[src/rtl/vx_launch_ctrl.sv]
// vx_launch_ctrl: kernel-launch sequencer between host control and the Vortex
// core wrapper. Host DCR writes are buffered while idle; a start replays them
// to the core DCR port, holds core reset for RESET_DELAY cycles, releases it
// and waits for the kernel to finish (busy falls) or be declared empty.
//
// Ports:
//   clk, reset                 clock, asynchronous active-high reset
//   cfg_valid/cfg_ready        host DCR write handshake (cfg_addr, cfg_data)
//   start, abort               launch request (level) / cancel launch
//   vx_reset                   reset to the core wrapper
//   dcr_wr_valid/addr/data     DCR write strobe towards the core
//   vx_busy                    core busy
//   running, done, done_status sequencer status (0 ok, 1 empty, 2 aborted)
//   cfg_overflow               sticky push-while-full flag, cleared on start
//   run_cycles                 saturating count of cycles spent in RUN
module vx_launch_ctrl #(
  parameter int unsigned DCR_ADDR_WIDTH = 12,
  parameter int unsigned DCR_DATA_WIDTH = 32,
  parameter int unsigned DCR_DEPTH      = 8,
  parameter int unsigned RESET_DELAY    = 16,
  parameter int unsigned BUSY_WAIT      = 64,
  parameter int unsigned CYCLE_WIDTH    = 48
) (
  input  logic                      clk,
  input  logic                      reset,
  input  logic                      cfg_valid,
  output logic                      cfg_ready,
  input  logic [DCR_ADDR_WIDTH-1:0] cfg_addr,
  input  logic [DCR_DATA_WIDTH-1:0] cfg_data,
  input  logic                      start,
  input  logic                      abort,
  output logic                      vx_reset,
  output logic                      dcr_wr_valid,
  output logic [DCR_ADDR_WIDTH-1:0] dcr_wr_addr,
  output logic [DCR_DATA_WIDTH-1:0] dcr_wr_data,
  input  logic                      vx_busy,
  output logic                      running,
  output logic                      done,
  output logic [1:0]                done_status,
  output logic                      cfg_overflow,
  output logic [CYCLE_WIDTH-1:0]    run_cycles
);

  localparam int unsigned PW = $clog2(DCR_DEPTH);
  localparam int unsigned HW = $clog2(RESET_DELAY + 1);
  localparam int unsigned WW = $clog2(BUSY_WAIT + 1);

  typedef enum logic [2:0] {
    S_IDLE,
    S_DCR,
    S_HOLD,
    S_RUN,
    S_DONE
  } state_t;

  state_t state;

  logic [DCR_ADDR_WIDTH-1:0] addr_mem [DCR_DEPTH];
  logic [DCR_DATA_WIDTH-1:0] data_mem [DCR_DEPTH];
  logic [PW-1:0]             wr_ptr;
  logic [PW-1:0]             rd_ptr;
  logic [PW:0]               count;
  logic                      full;
  logic                      push;
  logic [HW-1:0]             hold_cnt;
  logic [WW-1:0]             wait_cnt;
  logic                      seen_busy;
  logic                      seen_now;

  // cfg_ready and running are pure decodes of registered state.
  assign full      = (count == (PW+1)'(DCR_DEPTH));
  assign cfg_ready = (state == S_IDLE) && !full;
  assign running   = (state != S_IDLE);
  assign push      = cfg_valid && cfg_ready;
  assign seen_now  = seen_busy || vx_busy;

  always_ff @(posedge clk) begin
    if (push) begin
      addr_mem[wr_ptr] <= cfg_addr;
      data_mem[wr_ptr] <= cfg_data;
    end
  end

  always_ff @(posedge clk or posedge reset) begin
    if (reset) begin
      state        <= S_IDLE;
      wr_ptr       <= '0;
      rd_ptr       <= '0;
      count        <= '0;
      hold_cnt     <= '0;
      wait_cnt     <= '0;
      seen_busy    <= 1'b0;
      vx_reset     <= 1'b1;
      dcr_wr_valid <= 1'b0;
      dcr_wr_addr  <= '0;
      dcr_wr_data  <= '0;
      done         <= 1'b0;
      done_status  <= 2'd0;
      cfg_overflow <= 1'b0;
      run_cycles   <= '0;
    end else begin
      done         <= 1'b0;
      dcr_wr_valid <= 1'b0;
      if (push) begin
        wr_ptr <= wr_ptr + 1'b1;
      end
      // Abort in DCR/HOLD/RUN takes priority over every other transition
      // and drops whatever is still buffered.
      if (abort && (state == S_DCR || state == S_HOLD || state == S_RUN)) begin
        state       <= S_DONE;
        done        <= 1'b1;
        done_status <= 2'd2;
        vx_reset    <= 1'b1;
        count       <= '0;
        rd_ptr      <= wr_ptr;
        if (state == S_RUN && run_cycles != '1) begin
          run_cycles <= run_cycles + 1'b1;
        end
      end else begin
        case (state)
          S_IDLE: begin
            vx_reset <= 1'b1;
            if (push) begin
              count <= count + 1'b1;
            end
            if (cfg_valid && full) begin
              cfg_overflow <= 1'b1;
            end
            if (start) begin
              state        <= S_DCR;
              run_cycles   <= '0;
              done_status  <= 2'd0;
              cfg_overflow <= 1'b0;
            end
          end
          S_DCR: begin
            if (count != '0) begin
              dcr_wr_valid <= 1'b1;
              dcr_wr_addr  <= addr_mem[rd_ptr];
              dcr_wr_data  <= data_mem[rd_ptr];
              rd_ptr       <= rd_ptr + 1'b1;
              count        <= count - 1'b1;
            end else begin
              state    <= S_HOLD;
              hold_cnt <= HW'(RESET_DELAY - 1);
            end
          end
          S_HOLD: begin
            if (hold_cnt == '0) begin
              state     <= S_RUN;
              vx_reset  <= 1'b0;
              seen_busy <= 1'b0;
              wait_cnt  <= '0;
            end else begin
              hold_cnt <= hold_cnt - 1'b1;
            end
          end
          S_RUN: begin
            if (run_cycles != '1) begin
              run_cycles <= run_cycles + 1'b1;
            end
            seen_busy <= seen_now;
            if (seen_busy && !vx_busy) begin
              state       <= S_DONE;
              done        <= 1'b1;
              done_status <= 2'd0;
              vx_reset    <= 1'b1;
            end else if (!seen_now && wait_cnt == WW'(BUSY_WAIT - 1)) begin
              state       <= S_DONE;
              done        <= 1'b1;
              done_status <= 2'd1;
              vx_reset    <= 1'b1;
            end else if (!seen_now) begin
              wait_cnt <= wait_cnt + 1'b1;
            end
          end
          S_DONE: begin
            state <= S_IDLE;
          end
          default: begin
            state <= S_IDLE;
          end
        endcase
      end
    end
  end

endmodule
[config.mk]
export PLATFORM = sky130hd
export DESIGN_NAME = vx_launch_ctrl
export DESIGN_NICKNAME = d
export VERILOG_FILES = /design/src/rtl/vx_launch_ctrl.sv
export SDC_FILE = /design/constraint.sdc
export NUM_CORES = 1
export LEC_CHECK = 0
export ABC_CLOCK_PERIOD_IN_PS = 6640
export BUFFER_PORTS_ARGS = -buffer_cell sky130_fd_sc_hd__buf_2
export CORE_UTILIZATION = 47
export DETAILED_ROUTE_END_ITERATION = 6
export PLACE_DENSITY = 0.67
export SLEW_MARGIN = 20
export SYNTH_ARGS = -nofsm -noshare
export SYNTH_HDL_FRONTEND = slang
export SYNTH_SLANG_ARGS = --single-unit
export TNS_END_PERCENT = 20
[constraint.sdc]
create_clock -name clk -period 6.64 [get_ports clk]
set_input_delay 0 -clock clk [delete_from_list [all_inputs] [get_ports clk]]
set_output_delay 0 -clock clk [all_outputs]
set_load 0.05 [all_outputs]
==> flow_metrics.py <==
metrics = {
    "power": {
        "pwr-share-seq": 0.420,
        "swShare": 0.331,
        "ir_drop_mv": 0.275,
        "p_comb_frac": 0.284,
        "p_int_mw": 6.26,
        "p_leak_nw": 8.29,
        "p_clk_frac": 0.297,
        "p_sw_mw": 3.10,
        "p_per_area_nw_per_um2": 413,
        "power_mw": 9.36,
    },
    "worst_setup_path": {
        "cp.arrival_ns": 3.57,
        "r2r_cells": 4,
        "crit_path_end_kind": "flop",
        "cp_slowest_stage_delay_ns": 0.73,
        "worstPathRequired_ns": 6.85,
        "r2r_end": "addr_mem[0][5]",
        "worst-r2r-setup-slack_ns": 3.28,
        "cp_max_fo": 39,
        "start_kind": "flop",
        "crit_start": "state[0]",
        "cp_slowest_cell": "nor4_2",
        "path_class": "flop to flop",
        "reg2reg_from": "state[0]",
        "timing.critical_path.cells": "nor3_1 > nand3_1 > nor4_2 > buf_4",
    },
    "global_routing": {
        "first_global_vias": 11000,
        "overflow": 0,
        "grt_pass1_wl_um": 62700,
        "grt_max_degree": 91,
        "grt_usage": 0.199,
        "grt_antenna_before_repair": 0,
    },
    "finish": {
        "area_delta_synth_final_pct": 18.2,
        "fillCellCount": 3123,
        "drive_gt1_frac": 0.261,
        "fin_area_um2": 22700,
        "nets": 1409,
        "n_antenna_cell": 0,
    },
    "clocking": {
        "clock-sinks": 476,
        "post_cts_buffers": 0,
        "clock_latency_ns": 0.59,
        "clock_path_buffers": 3,
        "post_cts_resized": 0,
        "cts_buffers": 49,
        "root_buffer": "clkbuf_16",
        "clk_pin_slew_ns": 0.06,
        "htreeDepth": 2,
        "cts_tree": "built",
    },
    "floorplanning": {
        "chipHeight_um": 204,
        "die_w_um": 204,
        "die_area_um2": 41600,
        "start_util": 0.480,
        "coreArea_um2": 40000,
        "pin_count": 150,
        "num_rows": 73,
    },
    "yosys": {
        "synth-main-ff-cell": "edfxtp_1",
        "ys_top_cells_by_area": "edfxtp_1 (55%), dfrtp_1 (16%), mux4_2 (10%)",
        "async_flop_share": 0.261,
        "ys_ff_latch": 476,
        "syn_area_per_cell_um2": 16.8,
        "yosys_warnings": 0,
        "synth_most_common_cell": "edfxtp_1",
        "syn_nets": 1199,
        "yosysUniqueCellTypes": 65,
        "netlist_area_um2": 19200,
        "ys_top_cells_by_count": "edfxtp_1 (352), dfrtp_1 (123), nand2_1 (112), mux4_2 (88), mux2i_1 (75)",
        "post-synth-top-area-cell": "edfxtp_1",
        "yosysSeqAreaShare": 0.713,
        "synth_edf_count": 352,
        "netlist_instances": 1141,
        "synth_top_area_share": 0.551,
    },
    "routing": {
        "routed_wl_um": 40300,
        "wl_per_cell_um": 21.1,
        "drtIter0Drc": 850,
        "drt_first_pass_iters": 5,
        "ant_nets": 0,
        "via_per_inst": 5.63,
        "drc": 0,
        "dr_total_vias": 10800,
    },
    "place": {
        "dp_hpwl_um": 22600,
        "dpl_cell_area_um2": 20500,
        "dpl_worst_slack_ns": 3.29,
        "io_buffers": 149,
        "gp_congestion": 0.836,
    },
    "run": {
        "maxCapViolCount": 0,
    },
    "timing": {
        "slew_headroom": 0.330,
        "max_freq_ghz": 0.297,
        "final_hold_viol_count": 0,
        "drv_slew": 0,
        "period_needed_ns": 3.36,
        "fin_ws_ns": 3.28,
        "finalCritPeriodShare": 0.507,
        "setup_viol": 0,
        "worstMarginPinSlew_ns": 1.01,
        "clock-skew-final_ns": 0.0124,
        "setup_tns_ns": 0,
        "rsz0062_at_grt": "false",
    },
    "run_status": {
        "status": "finished clean",
    },
    "hold_path": {
        "hp-class": "primary input to async pin",
    },
}
-- how the worst max path moves through the flow --
stage / to / cells after the start / slack [ns]
3_3_place_gp: data_mem[0][20] / 4 / 3.43
2_1_floorplan: addr_mem[2][0] / 4 / 0.18
3_5_place_dp: data_mem[0][20] / 4 / 3.29
5_1_grt: data_mem[0][22] / 4 / 3.11
6_report: addr_mem[0][5] / 4 / 3.28
4_1_cts: addr_mem[0][5] / 4 / 3.27
-- registers in the layout, summed over array words and instances, names as in the netlist --
register,count
dcr_wr_addr,12
done_status,2
wr_ptr,3
rd_ptr,3
cfg_overflow,1
dcr_wr_valid,1
seen_busy,1
state,3
run_cycles,48
done,1
wait_cnt,7
hold_cnt,5
addr_mem,96
vx_reset,1
dcr_wr_data,32
count,4
data_mem,256
-- cell type report --
type / count / area, um^2 / area share
flip-flops and latches: 476 / 13700 / 0.603
multi-input cells: 592 / 5260 / 0.232
repair buffers: 217 / 1380 / 0.0610
clock buffers: 53 / 1240 / 0.0547
well taps: 525 / 657 / 0.0290
clock inverters: 37 / 395 / 0.0174
inverters: 15 / 61.3 / 0.00270
-- power groups by stage --
stage	registers (mW)	logic [mW]	clock network, mW
2_1_floorplan	4.35	1.60	0
3_3_place_gp	3.96	2.64	0
3_5_place_dp	3.98	2.67	0
4_1_cts	3.93	2.71	2.83
5_1_grt	3.98	2.88	2.95
6_report	3.93	2.66	2.78
-- stage by stage --
stage               cells  utilization  hold slack (ns)
finish               1915        0.567           0.0330
floorplan            1141            -           0.0989
global placement     1774        0.513            0.114
global route         1915        0.567           0.0935
CTS                  1915        0.567           0.0330
detailed placement   1774        0.513            0.110
-- worst max-delay path, delay by kind of cell, from the launching register on --
| kind | cells | cell delay, ns |
|---|---|---|
| buf+inv | 1 | 0.66 |
| simple gates | 3 | 1.81 |
| flops | 1 | 0.49 |
-- layout by cell type, fill, tap and decap left out, types with 4 or more instances in the layout --
cell	instances
xnor2_1	11
clkbuf_1	4
or2_2	6
nand4_1	19
inv_1	14
a21oi_1	19
dlygate4sd3_1	51
bufinv_16	7
xor2_1	4
o21ai_0	61
and2_1	6
and3_1	7
and4_1	9
nand3_1	30
o31ai_1	6
or4_1	9
nor4b_1	5
nor3_1	12
dfrtp_1	120
mux4_2	88
o211ai_1	5
edfxtp_1	352
nand2_1	111
mux2i_1	75
clkinv_1	11
clkbuf_16	49
ha_1	7
buf_2	149
a31oi_1	7
nor2_1	26
nand2b_1	6
buf_4	17
clkinv_2	14
nor4_1	9
-- metal layers --
metal	track usage	up-vias	routed length, um
met4	0.0648	0	956
met3	0.0352	72	2640
met2	0.328	328	19700
met5	0	-	0
li1	-	4925	-
met1	0.268	5447	17000
-- kinds of logic (layout without fill, tap and decap cells) --
logic type / after synthesis / in the layout / share of synthesized area
and+or+nand+nor: 282 / 282 / 0.0770
AOI/OAI and AO/OA: 123 / 123 / 0.0389
buffers and inverters: 73 / 322 / 0.0158
muxes: 164 / 164 / 0.143
adders and majority gates: 8 / 8 / 0.00561
xor gates and xnor gates: 15 / 15 / 0.00685
DFF: 476 / 476 / 0.713
-- repair_timing --
action / in CTS / in global routing
endpoints found under the hold margin: 421 / 0
hold buffers: 51 / 0
setup endpoints to repair: 0 / 0
Note: power is estimated with default switching activity, not from simulation.
